## src/rtl/wb_port_arbiter_pkg.sv

```systemverilog
// Shared definitions for the register-file write-port arbiter.
//   WB_DATA_W / WB_ADDR_W : default register data / index widths
//   wb_entry_t            : one buffered aux result {rd, data, kill}
//   arb_state_t           : starvation-guard FSM states
//   slot_busy()           : true when the pipeline really writes a register
package wb_port_arbiter_pkg;

    localparam int WB_DATA_W = 32;
    localparam int WB_ADDR_W = 5;

    typedef struct packed {
        logic [WB_ADDR_W-1:0] rd;
        logic [WB_DATA_W-1:0] data;
        logic                 kill;
    } wb_entry_t;

    typedef enum logic [1:0] {
        ST_IDLE  = 2'd0,
        ST_WAIT  = 2'd1,
        ST_STEAL = 2'd2
    } arb_state_t;

    // A write to x0 never occupies the port.
    function automatic logic slot_busy(input logic we, input logic [WB_ADDR_W-1:0] rd);
        return we && (rd != '0);
    endfunction

endpackage

```

## src/rtl/wb_aux_fifo.sv

```systemverilog
// DEPTH-entry in-order buffer for auxiliary-unit results, with kill-by-rd.
//   clk, rst_n       : clock, asynchronous active-low reset (pointers only)
//   push_i           : write push_rd_i/push_data_i at the tail (caller ensures !full_o)
//   pop_i            : drop the head entry (caller ensures !empty_o)
//   kill_en_i        : pipeline writes kill_rd_i this cycle; matching entries,
//                      including one pushed this cycle, get their kill bit set
//   head_o           : current head entry
//   full_o, empty_o  : occupancy flags, valid before this cycle's push/pop
module wb_aux_fifo
    import wb_port_arbiter_pkg::*;
#(
    parameter int DEPTH = 2
) (
    input  logic                 clk,
    input  logic                 rst_n,
    input  logic                 push_i,
    input  logic [WB_ADDR_W-1:0] push_rd_i,
    input  logic [WB_DATA_W-1:0] push_data_i,
    input  logic                 pop_i,
    input  logic                 kill_en_i,
    input  logic [WB_ADDR_W-1:0] kill_rd_i,
    output wb_entry_t            head_o,
    output logic                 full_o,
    output logic                 empty_o
);

    localparam int AW = (DEPTH > 1) ? $clog2(DEPTH) : 1;

    // Pointers carry one extra wrap bit so full and empty are distinguishable.
    logic [AW:0]   wr_ptr_q, wr_ptr_d;
    logic [AW:0]   rd_ptr_q, rd_ptr_d;
    logic [AW-1:0] wr_idx, rd_idx;
    wb_entry_t     mem_q [DEPTH];

    assign wr_idx  = wr_ptr_q[AW-1:0];
    assign rd_idx  = rd_ptr_q[AW-1:0];
    assign empty_o = (wr_ptr_q == rd_ptr_q);
    assign full_o  = (wr_idx == rd_idx) && (wr_ptr_q[AW] != rd_ptr_q[AW]);
    assign head_o  = mem_q[rd_idx];

    assign wr_ptr_d = wr_ptr_q + {{AW{1'b0}}, push_i};
    assign rd_ptr_d = rd_ptr_q + {{AW{1'b0}}, pop_i};

    always_ff @(posedge clk or negedge rst_n) begin
        if (!rst_n) begin
            wr_ptr_q <= '0;
            rd_ptr_q <= '0;
        end else begin
            wr_ptr_q <= wr_ptr_d;
            rd_ptr_q <= rd_ptr_d;
        end
    end

    // Storage needs no reset: an entry is only observed after it was pushed.
    // The slot being pushed is never occupied, so push and kill never collide.
    always_ff @(posedge clk) begin
        for (int i = 0; i < DEPTH; i++) begin
            if (push_i && (wr_idx == AW'(i))) begin
                mem_q[i] <= '{rd:   push_rd_i,
                              data: push_data_i,
                              kill: kill_en_i && (push_rd_i == kill_rd_i)};
            end else if (kill_en_i && (mem_q[i].rd == kill_rd_i)) begin
                mem_q[i].kill <= 1'b1;
            end
        end
    end

endmodule

```

## src/rtl/wb_port_arbiter.sv

```systemverilog
// Shares the register-file write port between the pipeline write-back stage
// (absolute priority) and a buffered multi-cycle auxiliary unit.
//   clk, rst_n                    : clock, asynchronous active-low reset
//   pipe_reg_write/pipe_rd/_data  : pipeline write request (never back-pressured)
//   aux_valid/aux_ready/aux_rd/_data : aux result handshake into the buffer
//   rf_we/rf_waddr/rf_wdata       : register-file write port (combinational)
//   fwd_valid/fwd_rd/fwd_data     : MEM/WB forwarding copy of the write port
//   pipe_stall                    : one-cycle stall that frees a slot for a starved buffer
module wb_port_arbiter
    import wb_port_arbiter_pkg::*;
#(
    parameter int DATA_W       = WB_DATA_W,
    parameter int ADDR_W       = WB_ADDR_W,
    parameter int DEPTH        = 2,
    parameter int STARVE_LIMIT = 4
) (
    input  logic              clk,
    input  logic              rst_n,
    input  logic              pipe_reg_write,
    input  logic [ADDR_W-1:0] pipe_rd,
    input  logic [DATA_W-1:0] pipe_data,
    input  logic              aux_valid,
    output logic              aux_ready,
    input  logic [ADDR_W-1:0] aux_rd,
    input  logic [DATA_W-1:0] aux_data,
    output logic              rf_we,
    output logic [ADDR_W-1:0] rf_waddr,
    output logic [DATA_W-1:0] rf_wdata,
    output logic              pipe_stall,
    output logic [ADDR_W-1:0] fwd_rd,
    output logic [DATA_W-1:0] fwd_data,
    output logic              fwd_valid
);

    localparam int CW = $clog2(STARVE_LIMIT + 1);

    logic       busy, push, pop, full, empty;
    wb_entry_t  head;
    arb_state_t state_q;
    logic [CW-1:0] cnt_q;
    logic       stall_q;

    // Gated by rst_n so the write port is silent while reset is held.
    assign busy      = rst_n & slot_busy(pipe_reg_write, pipe_rd);
    assign aux_ready = !full;
    assign push      = aux_valid & !full;
    assign pop       = !busy & !empty;

    wb_aux_fifo #(
        .DEPTH (DEPTH)
    ) u_fifo (
        .clk         (clk),
        .rst_n       (rst_n),
        .push_i      (push),
        .push_rd_i   (aux_rd),
        .push_data_i (aux_data),
        .pop_i       (pop),
        .kill_en_i   (busy),
        .kill_rd_i   (pipe_rd),
        .head_o      (head),
        .full_o      (full),
        .empty_o     (empty)
    );

    // Killed or x0 entries still pop and use up the free slot, but do not write.
    always_comb begin
        rf_we    = 1'b0;
        rf_waddr = '0;
        rf_wdata = '0;
        if (busy) begin
            rf_we    = 1'b1;
            rf_waddr = pipe_rd;
            rf_wdata = pipe_data;
        end else if (pop) begin
            rf_we    = !head.kill && (head.rd != '0);
            rf_waddr = head.rd;
            rf_wdata = head.data;
        end
    end

    assign fwd_valid  = rf_we;
    assign fwd_rd     = rf_waddr;
    assign fwd_data   = rf_wdata;
    assign pipe_stall = stall_q;

    // Starvation guard: count busy cycles while the buffer stays full, then
    // request one stall. The counter survives the STEAL cycle even if the
    // pipeline still wins it, and is only cleared back in IDLE.
    always_ff @(posedge clk or negedge rst_n) begin
        if (!rst_n) begin
            state_q <= ST_IDLE;
            cnt_q   <= '0;
            stall_q <= 1'b0;
        end else begin
            stall_q <= 1'b0;
            case (state_q)
                ST_IDLE: begin
                    cnt_q <= '0;
                    if (full) state_q <= ST_WAIT;
                end
                ST_WAIT: begin
                    if (!full) begin
                        state_q <= ST_IDLE;
                    end else if (busy && (cnt_q == CW'(STARVE_LIMIT - 1))) begin
                        state_q <= ST_STEAL;
                        stall_q <= 1'b1;
                    end else if (busy) begin
                        cnt_q <= cnt_q + CW'(1);
                    end
                end
                ST_STEAL: state_q <= ST_IDLE;
                default:  state_q <= ST_IDLE;
            endcase
        end
    end

endmodule

```

## config.mk

```make
export PLATFORM = sky130hd
export DESIGN_NAME = wb_port_arbiter
export DESIGN_NICKNAME = d
export VERILOG_FILES = /design/src/rtl/wb_port_arbiter_pkg.sv /design/src/rtl/wb_aux_fifo.sv /design/src/rtl/wb_port_arbiter.sv
export SDC_FILE = /design/constraint.sdc
export NUM_CORES = 1
export LEC_CHECK = 0
export ABC_CLOCK_PERIOD_IN_PS = 2560
export BUFFER_PORTS_ARGS = -buffer_cell sky130_fd_sc_hd__buf_4
export CORE_UTILIZATION = 50
export DETAILED_ROUTE_END_ITERATION = 7
export MAX_ROUTING_LAYER = met4
export PLACE_DENSITY = 0.87
export RECOVER_POWER = 50
export SYNTH_ARGS = -nofsm -noshare
export SYNTH_HDL_FRONTEND = slang
export SYNTH_SLANG_ARGS = --single-unit
```

## constraint.sdc

```tcl
create_clock -name clk -period 2.56 [get_ports clk]
set_clock_uncertainty 0.05 [all_clocks]
set_input_delay 0.256 -clock clk [delete_from_list [all_inputs] [get_ports clk]]
set_output_delay 0.256 -clock clk [all_outputs]
set_load 0.01 [all_outputs]
```

==> metrics.md <==
| Metric | Value |
|---|---|
| WL/cell | 15.4 um |
| Worst slew pin tran | 524 ps |
| Pre-antenna DRT Iters | 4 |
| Congestion Overflow GR | 0 |
| Top-count cell post-synth | edfxtp_1 |
| Largest net degree at the start of global routing | 38 |
| GP Congestion | 0.871 |
| DIE AREA | 8780 um2 |
| Sink Count | 86 |
| Worst min path class | input port to register |
| Hold Fails Final Rpt | 0 |
| Max Cap Viol | 0 |
| Async S/R FF share, synth | 11.6% |
| Core area | 8180 um2 |
| Synth top area cells | edfxtp_1, mux2i_1, buf_4 |
| CP Max Fanout | 3 |
| Peak supply drop | 0.000841 V |
| Syn Area/Cell | 13.1 um2 |
| Maximum clock insertion buffer count | 2 |
| Layout cells sized above 1 | 42.3% |
| Vias in the first global route | 2840 |
| Cells along the critical path | or4b_2 -> o22ai_1 -> nand2_1 -> a31o_2 -> buf_4 |
| Global Route Usage Sum | 20.7% |
| Worst Path Required | 2250 ps |
| Wirelength, routed | 8560 um |
| Worst Path Arrival | 2100 ps |
| TNS Setup | 0 ps |
| CTS tree | built |
| Fillers | 608 |
| Yosys warns | 0 |
| Placed cell count | 537 |
| Minimum clock period | 2410 ps |
| Final setup violation count | 0 |
| Iter 0 DRT Violations | 128 |
| Ports | 156 |
| Die X | 93.7 um |
| First-pass GRT wire length | 13100 um |
| Placement Setup Slack | 251 ps |
| Rel. slew slack | 65.1% |
| Post-synth top area cell | edfxtp_1 |
| Slowest-stage cell, CP | or4b_2 |
| Number of synthesized register bits | 86 |
| Initial antenna violation count | 0 |
| Row Count | 33 |
| Detail Route Antenna Nets | 0 |
| Final Non-Filler Cells | 554 |
| Mapped Cells | 321 |
| # port buffers | 155 |
| Nets | 527 |
| HPWL Detailed | 6210 um |
| Fin crit share | 94.1% |
| Cell Area, Synth | 4200 um2 |
| Synth Flop Type | edfxtp_1 |
| Via Count | 2864 |
| Most frequent cells after synthesis | edfxtp_1, nand2_1, buf_4, mux2i_1 |
| Pwr dens | 1250 nW/um2 |
| Root Buffer | clkbuf_8 |
| Seq/Total Area, Yosys | 60.0% |
| Outcome | complete, no violations |
| Synthesized Nets | 404 |
| H-tree depth | 3 |
| Worst path max stage delay | 680 ps |
| Starting density of the core | 51.4% |
| CP Class | register to output pin |
| Post-route DRC | 0 |
| Area delta synth->final | 27.7% |
| Worst setup EP type | output pin |
| Setup ws final | 152 ps |
| Worst Setup Start Kind | register |
| Pleak | 2.26 nW |
| Number of CTS-inserted buffers | 9 |
| Worst-skew pair later-pin latency | 340 ps |
| Max Fclk | 415 MHz |
| Final slew viol count | 0 |
| Post-synth EDFFs | 75 |
| Number of distinct library cells after synthesis | 36 |
| Chip height | 93.7 um |
| Vias per inst | 5.17 |
| # resized after CTS | 0 |
| Clock transition at path regs | 90 ps |
| RSZ-0062 raised after global routing | false |
| Area share of the largest cell type after synthesis | 53.6% |
| Ant diodes | 0 |
[metal layers]
layer	part of all wire [%]	up-vias	GRT usage, %
met5	0	-	-
met4	2.5	0	10.1
met3	6.8	23	4.29
met2	53	132	36.8
met1	38	1343	21.9
li1	-	1366	-
[logic make-up (layout without fill, tap and decap cells)]
family,Yosys count,count (layout),share of synthesized area [%]
flip-flops,86,86,60.0
AND/OR/NAND/NOR,67,67,7.50
buffers and inverters,58,186,9.70
AO/OA/AOI/OAI,48,48,8.30
multiplexers,38,38,9.05
XOR/XNOR,19,19,3.96
adder cells (fa/ha/maj),5,5,1.49
[cell type report]
type / instances / area (um2) / area share [%]
Clock inverter: 6 / 110 / 2.05
Sequential cell: 86 / 2520 / 47.0
Multi-Input combinational cell: 177 / 1270 / 23.7
Tap cell: 105 / 131 / 2.45
Clock buffer: 10 / 128 / 2.38
Timing Repair Buffer: 165 / 1180 / 22.1
Inverter: 5 / 18.8 / 0.349
[cells in the final DEF (no fill, tap or decap), types with 2 or more instances in the layout]
cell type	Yosys	layout
nand4_1	3	3
o21ai_2	19	19
or4_1	4	4
ha_1	5	5
xnor2_1	7	7
xor2_1	12	12
inv_1	5	5
buf_4	38	121
bufinv_16	0	3
clkbuf_4	0	27
nand3_1	2	2
nor3_1	5	5
o311ai_0	2	2
o21ai_0	19	19
clkbuf_1	6	14
clkbuf_2	0	3
nand2_1	43	43
clkbuf_8	0	9
mux2i_1	38	38
dfrtp_1	10	9
nand2b_1	3	3
edfxtp_1	75	75
[state kept, by name, indices dropped and copies added, names as in the netlist]
signal	count
state_q	2
u_fifo.wr_ptr_q	2
u_fifo.rd_ptr_q	2
pipe_stall	1
cnt_q	3
u_fifo.mem_q	76
[worst max-delay path: cells and delay by family (launching register included)]
| kind | cells | cell delay (ps) |
|---|---|---|
| buffers and inverters | 1 | 140 |
| AOI/OAI and AO/OA | 2 | 410 |
| DFF | 1 | 440 |
| and+or+nand+nor | 2 | 780 |
[power by group]
| part | total [W] | internal (W) | leakage, nW | switching, W |
|---|---|---|---|---|
| combinational | 0.00340 | 0.00158 | 1.31 | 0.00182 |
| sequential | 0.00220 | 0.00203 | 0.834 | 0.000171 |
| clock | 0.00111 | 0.000647 | 0.114 | 0.000459 |
[per-stage QoR]
stage / utilization, % / hold slack [ps] / power, W / cell area [um2]
final: 65.7 / 66.8 / 0.00670 / 5370
after floorplan: - / -89.6 / 0.00464 / 4200
after detailed placement: 63.4 / 45.6 / 0.00569 / 5180
after CTS: 66.4 / 28.3 / 0.00680 / 5430
after global placement: 63.4 / 44.7 / 0.00559 / 5180
after global routing: 65.7 / 43.7 / 0.00713 / 5370
[timing repair]
action                    4_1_cts  5_1_grt
hold buffers                    1        0
buffers inserted                0        0
hold endpoints to repair       10        0
[final timing paths]
kind / start / to / slack [ps] / cells after the start
setup / recovery: u_fifo.mem_q[1][35] / rf_we / 150 / 5
hold / removal: aux_data[17] / u_fifo.mem_q[1][18] / 70 / 1
setup reg to reg: u_fifo.rd_ptr_q[0] / u_fifo.mem_q[0][0] / 430 / 6
hold reg to reg: u_fifo.wr_ptr_q[1] / u_fifo.wr_ptr_q[1] / 430 / 1
max in group asynchronous: rst_n / u_fifo.rd_ptr_q[0] / 1740 / 2
min in group asynchronous: rst_n / u_fifo.wr_ptr_q[0] / 370 / 2
Power figures use the tool's default switching activity.
